### config.mk
export PLATFORM = sky130hd
export DESIGN_NAME = pipe_adder
export DESIGN_NICKNAME = d
export VERILOG_FILES = /design/src/rtl/pipe_adder_pkg.sv /design/src/rtl/adder_chunk.sv /design/src/rtl/pipe_adder.sv
export SDC_FILE = /design/constraint.sdc
export NUM_CORES = 1
export LEC_CHECK = 0
export CAP_MARGIN = 15
export CORE_ASPECT_RATIO = 0.75
export CORE_MARGIN = 10
export CORE_UTILIZATION = 46
export CTS_BUF_LIST = sky130_fd_sc_hd__clkbuf_16
export CTS_CLUSTER_SIZE = 30
export DETAILED_ROUTE_END_ITERATION = 6
export GPL_TIMING_DRIVEN = 0
export PLACE_DENSITY = 0.76
export SLEW_MARGIN = 25
export SYNTH_ARGS = -nofsm -noshare
export SYNTH_HDL_FRONTEND = slang
export SYNTH_SLANG_ARGS = --single-unit
export TNS_END_PERCENT = 1
### constraint.sdc
create_clock -name clk -period 8.7 [get_ports clk]
set_input_delay 2.175 -clock clk [delete_from_list [all_inputs] [get_ports clk]]
set_output_delay 2.175 -clock clk [all_outputs]
set_load 0.03 [all_outputs]
### src/rtl/pipe_adder_pkg.sv
// Shared definitions for the pipelined carry-segmented adder.
package pipe_adder_pkg;

    typedef enum logic {
        OP_ADD = 1'b0,
        OP_SUB = 1'b1
    } op_e;

    localparam int DEF_WIDTH  = 32;
    localparam int DEF_STAGES = 4;

endpackage

### src/rtl/adder_chunk.sv
// One carry-chain segment: a W-bit combinational ripple-carry adder.
module adder_chunk #(
    parameter int W = 8
) (
    output logic [W-1:0] sum,
    output logic         cout,
    input  logic [W-1:0] num1,
    input  logic [W-1:0] num2,
    input  logic         cin
);

    always_comb begin
        logic c;
        c   = cin;
        sum = '0;
        for (int i = 0; i < W; i++) begin
            sum[i] = num1[i] ^ num2[i] ^ c;
            c      = (num1[i] & num2[i]) | (c & (num1[i] ^ num2[i]));
        end
        cout = c;
    end

endmodule

### src/rtl/pipe_adder.sv
// Pipelined add/subtract: one CHUNK-bit carry segment per register stage,
// with unconsumed operand bits and finished sum bits skewed through the stages.
module pipe_adder
    import pipe_adder_pkg::*;
#(
    parameter int WIDTH  = DEF_WIDTH,
    parameter int STAGES = DEF_STAGES
) (
    input  logic             clk,
    input  logic             rst_n,
    input  logic             in_valid,
    output logic             in_ready,
    input  logic [WIDTH-1:0] num1,
    input  logic [WIDTH-1:0] num2,
    input  logic             cin,
    input  logic             sub,
    output logic             out_valid,
    input  logic             out_ready,
    output logic [WIDTH-1:0] sum,
    output logic             cout,
    output logic             ovf,
    output logic             zero
);

    localparam int CHUNK = WIDTH / STAGES;
    localparam int MSB   = WIDTH - 1;

    function automatic logic ovf_f(input logic a_msb, input logic b_msb, input logic s_msb);
        return (a_msb == b_msb) && (s_msb != a_msb);
    endfunction

    logic             is_sub;
    logic             cin_eff;
    logic [WIDTH-1:0] b_eff;
    logic             advance;

    assign is_sub   = (op_e'(sub) == OP_SUB);
    assign b_eff    = is_sub ? ~num2 : num2;
    assign cin_eff  = is_sub ? 1'b1 : cin;
    assign advance  = !(out_valid && !out_ready);
    assign in_ready = advance;

    for (genvar k = 0; k < STAGES; k++) begin : g_st
        // Operand bits still to be added when entering stage k, rebased to bit 0.
        localparam int AW = WIDTH - k * CHUNK;

        logic                   vld_p;
        logic                   c_p;
        logic                   am_p;
        logic                   bm_p;
        logic [(k+1)*CHUNK-1:0] s_p;

        logic [AW-1:0]          a_src;
        logic [AW-1:0]          b_src;
        logic                   ci;
        logic                   vld_in;
        logic                   am_in;
        logic                   bm_in;
        logic [CHUNK-1:0]       cs;
        logic                   co;
        logic [(k+1)*CHUNK-1:0] s_nxt;

        if (k == 0) begin : g_head
            assign a_src  = num1;
            assign b_src  = b_eff;
            assign ci     = cin_eff;
            assign vld_in = in_valid;
            assign am_in  = num1[MSB];
            assign bm_in  = b_eff[MSB];
            assign s_nxt  = cs;
        end else begin : g_body
            assign a_src  = g_st[k-1].g_opnd.a_p;
            assign b_src  = g_st[k-1].g_opnd.b_p;
            assign ci     = g_st[k-1].c_p;
            assign vld_in = g_st[k-1].vld_p;
            assign am_in  = g_st[k-1].am_p;
            assign bm_in  = g_st[k-1].bm_p;
            assign s_nxt  = {cs, g_st[k-1].s_p};
        end

        adder_chunk #(
            .W(CHUNK)
        ) u_chunk (
            .sum  (cs),
            .cout (co),
            .num1 (a_src[CHUNK-1:0]),
            .num2 (b_src[CHUNK-1:0]),
            .cin  (ci)
        );

        // ---- stage k register boundary ----
        always_ff @(posedge clk or negedge rst_n) begin
            if (!rst_n) begin
                vld_p <= 1'b0;
                c_p   <= 1'b0;
                am_p  <= 1'b0;
                bm_p  <= 1'b0;
                s_p   <= '0;
            end else if (advance) begin
                vld_p <= vld_in;
                c_p   <= co;
                am_p  <= am_in;
                bm_p  <= bm_in;
                s_p   <= s_nxt;
            end
        end

        if (k < STAGES - 1) begin : g_opnd
            logic [AW-CHUNK-1:0] a_p;
            logic [AW-CHUNK-1:0] b_p;

            always_ff @(posedge clk or negedge rst_n) begin
                if (!rst_n) begin
                    a_p <= '0;
                    b_p <= '0;
                end else if (advance) begin
                    a_p <= a_src[AW-1:CHUNK];
                    b_p <= b_src[AW-1:CHUNK];
                end
            end
        end
    end

    assign out_valid = g_st[STAGES-1].vld_p;
    assign sum       = g_st[STAGES-1].s_p;
    assign cout      = g_st[STAGES-1].c_p;
    assign ovf       = ovf_f(g_st[STAGES-1].am_p, g_st[STAGES-1].bm_p, sum[MSB]);
    assign zero      = (sum == '0);

endmodule
==> impl_metrics.ini <==
[status]
status = complete, no violations

[grt]
grt_pass1_wl_mm = 30.8
grt-ovfl-total = 0
grt_max_degree = 84
antenna_found_initial = 0
grt.total_usage_pct = 16.6
first_global_vias = 5959

[yosys]
synth_area_leaders = dfrtp_1 (58%), nand2_1 (20%), fa_1 (7.9%), xnor2_1 (3.0%), o21ai_0 (2.3%)
synth.net_count = 949
yosysSeqAreaShare_pct = 57.7
syn_area_um2 = 8070
synth_edf_count = 0
async_flop_share_pct = 100
synth.top_cell.area_share_pct = 57.7
yosys_warnings = 0
yosys.area.top_type = dfrtp_1
synthCells = 847
synth_top_flop_cell = dfrtp_1
syn_area_per_cell_um2 = 9.53
yosys_register_bits = 186
synth_cell_type_count = 19

[finish]
nFillCells = 1516
nNetsFinal = 1075
final_area_um2 = 10000
areaGrowthSynthToFinish_pct = 24.1
insertedDiodeCount = 0
drive_gt1_share_pct = 8.72

[power]
p_leak_nw = 4.93
power.density_nw_per_um2 = 361
ir_drop_mv = 0.146
p_total_mw = 3.62

[floorplanning]
die_h_um = 135
initial_utilization_pct = 47.4
placementRows = 41
io_pins = 107
coreArea_um2 = 17000
die_w_um = 173
fp.dieArea_um2 = 23300

[timing]
finalSetupViolCount = 0
fmax_mhz = 160
max_slew_margin_pct = 67.1
slew_viol_final = 0
finClkSkew_ns = 0.0112
fin_crit_ns = 6.23
timing.final.ws_setup_ns = 2.47
finalHoldViolCount = 0
rsz0062_at_grt = false
finalCritPeriodShare_pct = 71.6
max_slew.worst_pin.slew_ns = 0.493

[setup_path]
start_kind = primary input
crit_end = in_ready
r2r-end = sum[31]
required_ns = 6.53
cp_data_arrival_time_ns = 4.06
critPathLaunch = out_ready
path_class = in2out
ff2ff_path_depth = 12
r2r-start = g_st[2].c_p
critPathCaptureType = output port
r2r_slack_ns = 4.66
cp_max_fo = 10

[cts]
clk_latency_ns = 0.44
post_cts_buffers = 0
clk_root_buffer_cell = clkbuf_16
cts_sinks = 186
clk_pin_slew_worst_paths_ns = 0.06
cts_tree = done
holdBufCountCts = 0
cts_buffers = 17
clock_path_buffers = 2
cts_htree_levels = 4
postCtsResizedCells = 0

[placed_design]
dp_worst_setup_slack_ns = 2.46
dpl-instance-area_um2 = 9470
place_hpwl_mm = 13.6
numPortBuffers = 105
place_congestion = 0.797

[drt]
detailroute.via_count = 5849
first_pass_iters = 4
wl_per_cell_um = 15.2
first_iter_violations = 453
totalWireLength_mm = 18.6
avgViaCountPerCell = 4.79
drc = 0
route.antenna.remaining_nets = 0

[min_path]
min_path_cells = 2
hp-start = g_st[2].vld_p
hold_path.class = reg2reg

[flow_run]
drv_cap = 0
Yosys cell counts (8+ instances only):
cell,number
nor2_1,18
nor4_1,8
nand2_1,440
fa_1,32
a21oi_2,13
buf_2,25
inv_1,30
xnor2_1,28
buf_4,11
o21ai_0,37
dfrtp_1,186
worst max-delay path, stage by stage:
cell and delay, ns:
clkdlybuf4s50_1 0.47, nor2b_2 0.06, buf_6 0.16, inv_4 0.11, buf_6 0.16, buf_6 0.19, clkdlybuf4s50_1 0.71
report_power, final:
group / leakage [nW] / internal, mW / switching (mW)
clock: 0.266 / 0.388 / 0.329
sequential: 2.24 / 1.25 / 0.263
combinational: 2.43 / 0.555 / 0.827
total: 4.93 / 2.20 / 1.42
worst min path at each step:
stage	to	slack (ns)
floorplan	g_st[2].vld_p	0.43
CTS	g_st[2].vld_p	0.46
detailed placement	g_st[2].vld_p	0.45
global placement	g_st[2].vld_p	0.44
global route	g_st[2].vld_p	0.48
finish	g_st[2].vld_p	0.46
kinds of logic after synthesis:
family	Yosys count	share of synthesized area, %
simple gates	470	22.3
flops	186	57.7
buf+inv	75	4.79
compound gates	52	3.83
xor+xnor	32	3.47
fa+ha+maj	32	7.94
metal layers:
metal	global-route usage, %	routed length [um]
met1	23.3	9170
met2	24.7	8000
met3	4.37	1150
met4	5.21	230
met5	0	0
final cells by class:
class | instances | area [um2] | area share (%)
plain buffers | 44 | 268 | 2.67
repair buffers | 107 | 1110 | 11.1
clock buffers | 17 | 425 | 4.25
clock inverters | 15 | 111 | 1.11
inverters | 31 | 119 | 1.19
flip-flops and latches | 186 | 4650 | 46.5
multi-input cells | 586 | 3030 | 30.2
well taps | 236 | 295 | 2.95
cell usage in the layout (no fill, tap or decap):
cell,n
a21oi_1,2
a21oi_2,13
buf_16,2
buf_2,25
buf_4,11
buf_6,4
buf_8,1
bufinv_16,1
clkbuf_1,4
clkbuf_16,17
clkdlybuf4s50_1,104
clkinv_1,3
clkinv_2,5
clkinv_4,3
clkinvlp_4,2
dfrtp_1,186
fa_1,32
inv_1,31
inv_4,1
nand2_1,440
nand2b_1,1
nand4_1,2
nor2_1,18
nor2b_2,1
nor4_1,8
o21ai_0,37
xnor2_1,28
xor2_1,4
through the flow:
| step | setup TNS, ns | utilization, % | std cells | hold slack, ns |
|---|---|---|---|---|
| 5_1_grt | 0 | 58.8 | 1222 | 0.484 |
| 4_1_cts | 0 | 58.8 | 1222 | 0.461 |
| 6_report | 0 | 58.8 | 1222 | 0.462 |
| 2_1_floorplan | 0 | - | 847 | 0.430 |
| 3_5_place_dp | 0 | 55.6 | 1190 | 0.447 |
| 3_3_place_gp | -386.11 | 55.3 | 1188 | 0.443 |
sequential cells by signal (all words and copies together), names as in the netlist, 3 cells and up:
signal / count
g_st.am_p: 4
g_st.c_p: 3
g_st.vld_p: 3
g_st.bm_p: 4
g_st.s_p: 48
g_st.g_opnd.a_p: 45
g_st.g_opnd.b_p: 45
sum: 32
Power figures use the tool's default switching activity.
==> patch 1: new RTL, same flow settings <==
`DEF_STAGES`: 4 -> 8.
--- a/src/rtl/pipe_adder_pkg.sv
+++ b/src/rtl/pipe_adder_pkg.sv
@@ -8,5 +8,5 @@
 
     localparam int DEF_WIDTH  = 32;
-    localparam int DEF_STAGES = 4;
+    localparam int DEF_STAGES = 8;
 
 endpackage
Check against the original RTL: not equivalent (a bounded check fails within 10 cycles, from zero or initial values and one cycle with rst_n low).
==> patch 1 against the unedited design <==
- total power is 89% higher
- count of clock-buffer cells in the layout is 21 higher
- wire length is 89% higher
- final area is 85% higher
- clock skew is 0.0057 ns higher
- area after synthesis is 95% higher
- sequential cell count is 200 higher
- worst setup slack worse by 0.066 ns
==> patch 1: results (changes against the unedited design) <==
grt_pass1_vias: 11406  # +91%
clock_path_buffers: 3  # +1
gp_congestion: 0.821  # +3.1%
synth.area.top_cells: "dfrtp_1 (61%), nand2_1 (23%), fa_1 (4.1%)"
clkLatencyLatePin_ns: 0.53  # +0.09 ns
yosys.area_share.xor_xnor: 0.0178  # -0.0169
grt_max_degree: 101  # +20%
gr-usage-all-layers: 0.171  # +0.00499
ir_worst_vdd_uv: 177  # +21%
finalHoldWorstSlack_ns: 0.465  # +0.00368 ns
reg2reg_setup_slack_ns: 6.40  # +1.74 ns
final_layout_size_suffix_gt1_frac: 0.0839  # -0.00335
drt_iter0_markers: 938  # +110%
reg_top3: "g_st.s_p: 112 flops, g_st.g_opnd.a_p: 105 flops, g_st.g_opnd.b_p: 105 flops"
synth_common_cells: "nand2_1 (974), dfrtp_1 (386), inv_1 (54), buf_4 (40), buf_2 (33)"
p_leak_nw: 9.62  # +95%
cp_data_arrival_time_ns: 4.12  # +0.06 ns
grtUsageMet1: 0.249  # +0.0168
placed_cells: 2246  # +89%
r2r_cells: 8  # -4
fin_skew_ns: 0.0169  # +0.00565 ns
dr_wl_met2_mm: 15.4  # +93%
grt_use_met3: 0.0341  # -0.00959
cts_made_buffers: 37  # +20
relSlewSlack: 0.600  # -0.0714
hold_start: "g_st[6].vld_p"
whs_endpoint: "g_st[6].vld_p"
cts_max_level: 2  # -2
outcome: "finished, final reports clean"
synth_fa_ha_area_frac: 0.0408  # -0.0386
grt_pass1_wl_mm: 58.8  # +91%
wl_per_cell_um: 15.2  # -0.17%
-- patch 1: area by class of cell --
| cell class | count | area (um^2) |
|---|---|---|
| Inverter | 55 | 209 |
| Buffer | 89 | 608 |
| Multi-Input combinational cell | 1157 | 5240 |
| Timing Repair Buffer | 109 | 1170 |
| Tap cell | 450 | 563 |
| Clock inverter | 26 | 169 |
| Sequential cell | 386 | 9660 |
| Fill cell | 2918 | 15000 |
| Clock buffer | 38 | 951 |
-- patch 1: report_power, final --
part / leakage (nW) / total, mW / internal [mW] / switching (mW)
logic: 4.31 / 2.22 / 0.871 / 1.35
clock network: 0.593 / 1.51 / 0.849 / 0.659
registers: 4.72 / 3.12 / 2.61 / 0.511
-- patch 1: per-stage QoR --
stage | setup slack, ns | power [mW]
2_1_floorplan | 3.78 | 4.51
3_3_place_gp | -10.56 | 5.26
3_5_place_dp | 2.37 | 5.37
4_1_cts | 2.37 | 6.90
5_1_grt | 2.35 | 7.37
6_report | 2.40 | 6.85
==> patch 2: new RTL, same settings <==
Made on the original files. Make the reset (`rst_n`) synchronous in 2 clocked blocks.
--- a/src/rtl/pipe_adder.sv
+++ b/src/rtl/pipe_adder.sv
@@ -90,5 +90,5 @@
 
         // ---- stage k register boundary ----
-        always_ff @(posedge clk or negedge rst_n) begin
+        always_ff @(posedge clk) begin
             if (!rst_n) begin
                 vld_p <= 1'b0;
@@ -110,5 +110,5 @@
             logic [AW-CHUNK-1:0] b_p;
 
-            always_ff @(posedge clk or negedge rst_n) begin
+            always_ff @(posedge clk) begin
                 if (!rst_n) begin
                     a_p <= '0;
Function: differs if rst_n is asserted again (counterexample within 10 cycles, from zero or initial values and one cycle with rst_n low); with rst_n held inactive, the same outputs for 10 cycles.
==> patch 2 against the unedited design <==
- die area shrank 0.31%
- sequential cell count unchanged
- worst setup slack improved by 0.062 ns
- fmax increased by 1.0%
- highest routed layer unchanged
- area after synthesis down 0.36%
- critical path depth stayed put
- wire length up 4.3%
- critical path type unchanged
- non-clock buffer count up 18
- global-route usage rose by 0.41 points
- clock skew up 0.0075 ns
- via count increased by 3.4%
- final area is 0.69% lower
Power is not compared: it rests on default switching activity, and its combinational part moved more than twofold at a synthesized area within 25%.
==> patch 2: results (changes against the unedited design) <==
outcome: "finished, final reports clean"
nFillCells: 1519  # +0.20%
numPortBuffers: 104  # -0.95%
gp_congestion: 0.789  # -1.0%
synth_common_cells: "nand2_1 (333), dfxtp_1 (186), a21boi_1 (90), a21boi_0 (56), o211a_1 (39)"
ys.flop_type: "dfxtp_1"
reg2reg_setup_slack_ns: 4.63  # -0.03 ns
placed_area_um2: 9380  # -1.0%
critPathSlowestCell: "clkdlybuf4s50_1"
dr_total_vias: 6046  # +3.4%
grt_max_degree: 18  # -79%
crit-reg2reg-capture: "sum[31]"
fin_skew_ns: 0.0187  # +0.00746 ns
grt_pass1_wl_mm: 32.4  # +5.0%
nNetsFinal: 1105  # +2.8%
finalWirelength_mm: 19.4  # +4.3%
cts_max_level: 4  # unchanged
n_antenna_cell: 0  # unchanged
finalHoldWorstSlack_ns: 0.450  # -0.0119 ns
placed_cells: 1220  # +2.5%
final_layout_size_suffix_gt1_frac: 0.0787  # -0.00848
whs_path_depth: 2  # unchanged
r2r_cells: 13  # +1
synth_cells: 880  # +3.9%
dr.pass1.iters: 5  # +1
relSlewSlack: 0.589  # -0.0826
syn_nets: 982  # +3.5%
synth_async_sr_flop_share: 0  # -1.00
grt_pass1_vias: 6126  # +2.8%
setup_slack_ns: 2.53  # +0.0622 ns
gr-usage-all-layers: 0.170  # +0.00411
whs_endpoint: "g_st[0].g_opnd.a_p[12]"
cp_slowest_stage_delay_ns: 0.69  # -0.02 ns
synth_cell_type_count: 21  # +2
p_leak_nw: 4.18
drt_iter0_markers: 399  # -12%
cp_data_arrival_time_ns: 4.00  # -0.06 ns
fin_util: 0.586  # -0.00228
r2r_start: "g_st[2].c_p"
path_max_fanout: 10  # unchanged
hpwl_mm: 14.6  # +7.0%
synth.area.top_cells: "dfxtp_1 (46%), nand2_1 (16%), a21boi_1 (8.4%)"
hold_start: "g_st[0].g_opnd.a_p[12]"
synth-seq-area-share: 0.463  # -0.114
cts_root_buf: "clkbuf_16"
via_per_inst: 4.83  # +0.89%
ir_worst_vdd_uv: 144
-- patch 2: critical path, delay by kind of cell --
kind	cells	cell delay, ns
buffers and inverters	6	1.77
and+or+nand+nor	1	0.05
-- patch 2: logic make-up after synthesis --
kind of cell               count (synthesis)  synth area share
and+or+nand+nor                          347             0.166
adders and majority gates                 32            0.0797
DFF                                      186             0.463
AOI/OAI and AO/OA                        187             0.186
buffers and inverters                     96            0.0694
xor gates and xnor gates                  32            0.0349
-- patch 2: layout make-up --
cell class | instances | share of cell area
flip-flops and latches | 186 | 0.375
multi-input cells | 598 | 0.378
inverters | 31 | 0.0122
well taps | 236 | 0.0297
plain buffers | 65 | 0.0439
clock inverters | 15 | 0.0142
clock buffers | 17 | 0.0428
repair buffers | 104 | 0.105
-- patch 2: layer usage --
layer / vias to the layer above / GRT usage / routed length (um)
li1: 3081 / - / -
met1: 2808 / 0.250 / 10100
met2: 151 / 0.238 / 7860
met3: 6 / 0.0474 / 1270
met4: 0 / 0.0386 / 112
met5: - / 0 / 0
